===== src/rtl/accum_pkg.sv =====
// Shared types and widths for the accumulator slice.
package accum_pkg;

    localparam int DATA_W = 16;

    typedef enum logic [1:0] {
        IDLE  = 2'd0,
        ACCUM = 2'd1,
        DONE  = 2'd2
    } accum_state_t;

endpackage


===== src/rtl/accum_16bit_adder.sv =====
// 16-bit unsigned adder; overflow is the carry out of the MSB.
module adder_16bit
    import accum_pkg::*;
(
    input  logic [DATA_W-1:0] a,
    input  logic [DATA_W-1:0] b,
    input  logic              carry_in,
    output logic [DATA_W-1:0] sum,
    output logic              overflow
);

    logic [DATA_W:0] full;

    always_comb begin
        full = {1'b0, a} + {1'b0, b} + {{DATA_W{1'b0}}, carry_in};
    end

    assign sum      = full[DATA_W-1:0];
    assign overflow = full[DATA_W];

endmodule


===== src/rtl/accum_16bit.sv =====
// Streaming accumulator: sums NUM_SAMPLES samples through adder_16bit and
// holds the sum plus a sticky carry flag until acknowledged.
module accum_16bit
    import accum_pkg::*;
#(
    parameter int NUM_SAMPLES = 8
) (
    input  logic              clk,
    input  logic              n_rst,
    input  logic              start,
    input  logic              sample_valid,
    input  logic [DATA_W-1:0] sample,
    output logic              sample_ready,
    output logic              result_valid,
    output logic [DATA_W-1:0] result,
    output logic              overflow_flag,
    input  logic              result_ack,
    output logic              busy
);

    localparam int CNT_W = $clog2(NUM_SAMPLES);
    localparam logic [CNT_W-1:0] LAST = CNT_W'(NUM_SAMPLES - 1);

    accum_state_t      state_q, state_d;
    logic [DATA_W-1:0] acc_q, acc_d;
    logic [CNT_W-1:0]  count_q, count_d;
    logic              ovf_q, ovf_d;

    logic [DATA_W-1:0] add_sum;
    logic              add_ovf;

    adder_16bit U_ADD (
        .a        (acc_q),
        .b        (sample),
        .carry_in (1'b0),
        .sum      (add_sum),
        .overflow (add_ovf)
    );

    always_comb begin
        state_d = state_q;
        acc_d   = acc_q;
        count_d = count_q;
        ovf_d   = ovf_q;
        unique case (state_q)
            IDLE: begin
                if (start) begin
                    state_d = ACCUM;
                    acc_d   = '0;
                    count_d = '0;
                    ovf_d   = 1'b0;
                end
            end
            ACCUM: begin
                if (sample_valid) begin
                    acc_d   = add_sum;
                    ovf_d   = ovf_q | add_ovf;
                    count_d = count_q + 1'b1;
                    if (count_q == LAST) begin
                        state_d = DONE;
                    end
                end
            end
            DONE: begin
                if (result_ack) begin
                    // ack together with start chains straight into a new run
                    if (start) begin
                        state_d = ACCUM;
                        acc_d   = '0;
                        count_d = '0;
                        ovf_d   = 1'b0;
                    end else begin
                        state_d = IDLE;
                    end
                end
            end
            default: state_d = IDLE;
        endcase
    end

    always_ff @(posedge clk or negedge n_rst) begin
        if (!n_rst) begin
            state_q <= IDLE;
            acc_q   <= '0;
            count_q <= '0;
            ovf_q   <= 1'b0;
        end else begin
            state_q <= state_d;
            acc_q   <= acc_d;
            count_q <= count_d;
            ovf_q   <= ovf_d;
        end
    end

    assign sample_ready  = (state_q == ACCUM);
    assign busy          = (state_q == ACCUM);
    assign result_valid  = (state_q == DONE);
    assign result        = (state_q == DONE) ? acc_q : '0;
    assign overflow_flag = (state_q == DONE) ? ovf_q : 1'b0;

endmodule

===== config.mk =====
export PLATFORM = sky130hd
export DESIGN_NAME = accum_16bit
export DESIGN_NICKNAME = d
export VERILOG_FILES = /design/src/rtl/accum_pkg.sv /design/src/rtl/accum_16bit_adder.sv /design/src/rtl/accum_16bit.sv
export SDC_FILE = /design/constraint.sdc
export NUM_CORES = 1
export LEC_CHECK = 0
export CORE_ASPECT_RATIO = 0.5
export CORE_UTILIZATION = 54
export DETAILED_ROUTE_END_ITERATION = 7
export PLACE_DENSITY = 0.85
export SYNTH_ARGS = -nofsm -noshare
export SYNTH_HDL_FRONTEND = slang
export SYNTH_SLANG_ARGS = --single-unit

===== constraint.sdc =====
create_clock -name clk -period 3.9 [get_ports clk]
set_input_delay 0.39 -clock clk [delete_from_list [all_inputs] [get_ports clk]]
set_output_delay 0.39 -clock clk [all_outputs]
set_load 0.05 [all_outputs]

==> impl_metrics.py <==
metrics = {
    "clock_network": {
        "path_clk_slew_ns": 0.09,
        "ctsHtreeMaxLevel": 1,
        "numCtsBuffers": 3,
        "cts_sinks": 22,
        "tritoncts": "built",
        "root_buffer": "clkbuf_8",
        "cts_max_path_buffers": 2,
        "cts_resized": 0,
        "holdBufCountCts": 0,
        "clk-insertion-delay-late_ns": 0.28,
        "postCtsSetupBuffers": 0,
    },
    "global_routing": {
        "antenna_found_initial": 0,
        "grt_pass1_wl_um": 7527,
        "grt_pass1_vias": 1638,
        "grt_max_degree": 23,
        "track_usage_pct": 27.01,
        "grt-ovfl-total": 0,
    },
    "pwr": {
        "leakage_uw": 0.001009,
        "power_density_nw_per_um2": 703.5,
        "ir_worst_vdd_v": 0.0004358,
    },
    "die": {
        "initial_core_util_pct": 58.16,
        "dieArea_um2": 3549,
        "core_area_um2": 3065,
        "die_x_um": 83.26,
        "fp.dieH_um": 42.63,
        "pin_count": 41,
        "rows": 14,
    },
    "synthesis": {
        "synth.distinct_cells": 46,
        "ys_ff_latch": 22,
        "async_flop_share_pct": 100.0,
        "postSynthCellCount": 200,
        "synth_top_area_share_pct": 30.88,
        "ys_seq_area_share_pct": 30.88,
        "synth_area_leaders": "dfrtp_1 (31%), ha_1 (13%), and2_1 (6.3%), o21ai_0 (5.6%), nand2_1 (4.8%)",
        "syn_avg_cell_area_um2": 8.915,
        "syn-cell-area_um2": 1783,
        "synth_edf_count": 0,
        "synth-warning-count": 0,
        "syn-num-nets": 240,
        "synth_top_area_cell": "dfrtp_1",
        "synth_flop_cell": "dfrtp_1",
    },
    "hold_path": {
        "hold_class": "reg -> reg",
    },
    "critical_path": {
        "cp_max_fo": 11,
        "critPathRequiredTime_ns": 3.51,
        "critPathMaxStageDelay_ns": 0.80,
        "crit_type": "reg -> out",
        "crit_slowest_cell": "clkdlybuf4s50_1",
        "cp_top_family": "buffers and inverters",
        "critPathLaunchType": "register",
        "path_buf_inv": 3,
        "crit_chain": "nor2b_1, buf_4, inv_1, nor2_1, clkdlybuf4s50_1",
        "worstPathArrival_ns": 2.43,
        "critPathCaptureType": "output port",
    },
    "drt": {
        "ant_nets": 0,
        "wl_per_cell_um": 15.99,
        "num_vias": 1681,
        "drt_wl_total_um": 4494,
        "dr.first_iter.drc_count": 72,
        "via_per_inst": 5.982,
        "drt_first_pass_iters": 4,
        "drcViolationCount": 0,
    },
    "placed_design": {
        "portBuffers": 40,
        "dp_hpwl_um": 3395,
        "place_ws_ns": 0.9680,
        "post-place-cells": 277,
        "gp_congestion": 0.8683,
    },
    "finish": {
        "antennaDiodeCount": 0,
        "drive_gt1_share_pct": 6.224,
        "area_growth_pct": 28.35,
        "num-nets-final": 282,
        "final_util_pct": 74.65,
        "final-instance-count-excl-fill": 281,
    },
    "sta": {
        "max_slew_margin_pct": 29.72,
        "fin_ws_ns": 1.081,
        "finalSetupViolCount": 0,
        "finalHoldViolCount": 0,
        "clock_skew_ns": 0.001674,
        "finalCritPeriodShare_pct": 72.29,
        "tightest_slew_ns": 1.051,
        "maxSlewViolCount": 0,
        "tns_ns": 0,
        "finalCriticalPeriod_ns": 2.819,
        "fmax_mhz": 354.7,
        "rsz0062_at_grt": "false",
    },
    "flow_run": {
        "maxCapViolCount": 0,
    },
    "run_status": {
        "outcome": "complete, no violations",
    },
}
[kinds of logic (layout without fill, tap and decap cells)]
kind of cell	after synthesis	after routing	share of synthesized area, %
AO/OA/AOI/OAI	70	70	27.72
AND/OR/NAND/NOR	68	68	20.84
flip-flops	22	22	30.88
XOR/XNOR	6	6	2.947
adder cells (fa/ha/maj)	19	19	13.75
buffers and inverters	15	56	3.860
[synth_stat cells (2+ instances only)]
library cell,count
nand2_1,23
dfrtp_1,22
o21ai_0,20
and2_1,18
ha_1,18
a21oi_1,14
inv_1,10
a21o_1,6
a32o_1,5
nor2_1,5
or3_1,5
a22o_1,4
xnor2_1,4
nand2b_1,3
nor2b_1,3
o21ai_1,3
a2111oi_2,2
and4_1,2
clkbuf_1,2
nand3_1,2
o211ai_1,2
o31ai_1,2
xor2_1,2
[per-layer routing]
metal | up-vias | part of all wire [%] | global-route usage [%]
li1 | 814 | - | -
met1 | 790 | 47 | 36.93
met2 | 69 | 44 | 44.92
met3 | 8 | 7.5 | 6.102
met4 | 0 | 1.3 | 4.483
met5 | - | 0 | 0
[cell usage in the layout (no fill, tap or decap), types with 2 or more instances in the layout]
master and instances:
clkdlybuf4s50_1 40, nand2_1 23, dfrtp_1 22, o21ai_0 20, and2_1 18, ha_1 18
a21oi_1 14, inv_1 10, a21o_1 6, nor2_1 5, or3_1 5, a32o_1 5
xnor2_1 4, a22o_1 4, nand2b_1 3, nor2b_1 3, o21ai_1 3, clkbuf_8 3
and4_1 2, nand3_1 2, o211ai_1 2, a2111oi_2 2, xor2_1 2, o31ai_1 2
buf_4 2
[metrics by stage]
| step | area [µm²] | total power, µW | hold slack (ns) |
|---|---|---|---|
| floorplan | 1783 | 1151 | 0.09441 |
| detailed placement | 2217 | 1373 | 0.4887 |
| global route | 2288 | 1737 | 0.5400 |
| finish | 2288 | 1610 | 0.5125 |
| global placement | 2217 | 1329 | 0.4867 |
| CTS | 2288 | 1603 | 0.5159 |
[state kept, by name, indices dropped and copies added (netlist names)]
register and flops:
ovf_q 1, count_q 3, acc_q 16, state_q 2
[report_power, final]
group	internal (µW)	switching (µW)	total, µW
sequential	338	78.5	416
clock	138	88.0	226
combinational	405	563	968
[final timing paths]
path,slack [ns],to,start,cells after the start
setup / recovery,1.08,result[1],state_q[0]$_DFFE_PN0P_,5
hold / removal,0.51,count_q[1]$_DFFE_PN0P_,count_q[1]$_DFFE_PN0P_,1
setup reg to reg,1.44,acc_q[14]$_DFFE_PN0P_,acc_q[0]$_DFFE_PN0P_,8
hold reg to reg,0.51,count_q[1]$_DFFE_PN0P_,count_q[1]$_DFFE_PN0P_,1
max in group asynchronous,2.59,acc_q[8]$_DFFE_PN0P_,n_rst,1
min in group asynchronous,0.68,state_q[0]$_DFFE_PN0P_,n_rst,1
[worst reg2reg max path, delay by kind of cell (launching register included)]
kind            cells  cell delay (ns)
flops               1             0.38
compound gates      4             1.06
buf+inv             1             0.07
fa+ha+maj           2             0.58
simple gates        1             0.27
[cell type report]
| cell class | instances | area, µm² |
|---|---|---|
| fillers | 225 | 777.0 |
| inverters | 10 | 37.54 |
| repair buffers | 42 | 415.4 |
| clock buffers | 3 | 41.29 |
| well taps | 40 | 50.05 |
| flip-flops and latches | 22 | 550.5 |
| multi-input cells | 163 | 1164 |
| clock inverters | 1 | 30.03 |
(Power assumes the default switching activity.)
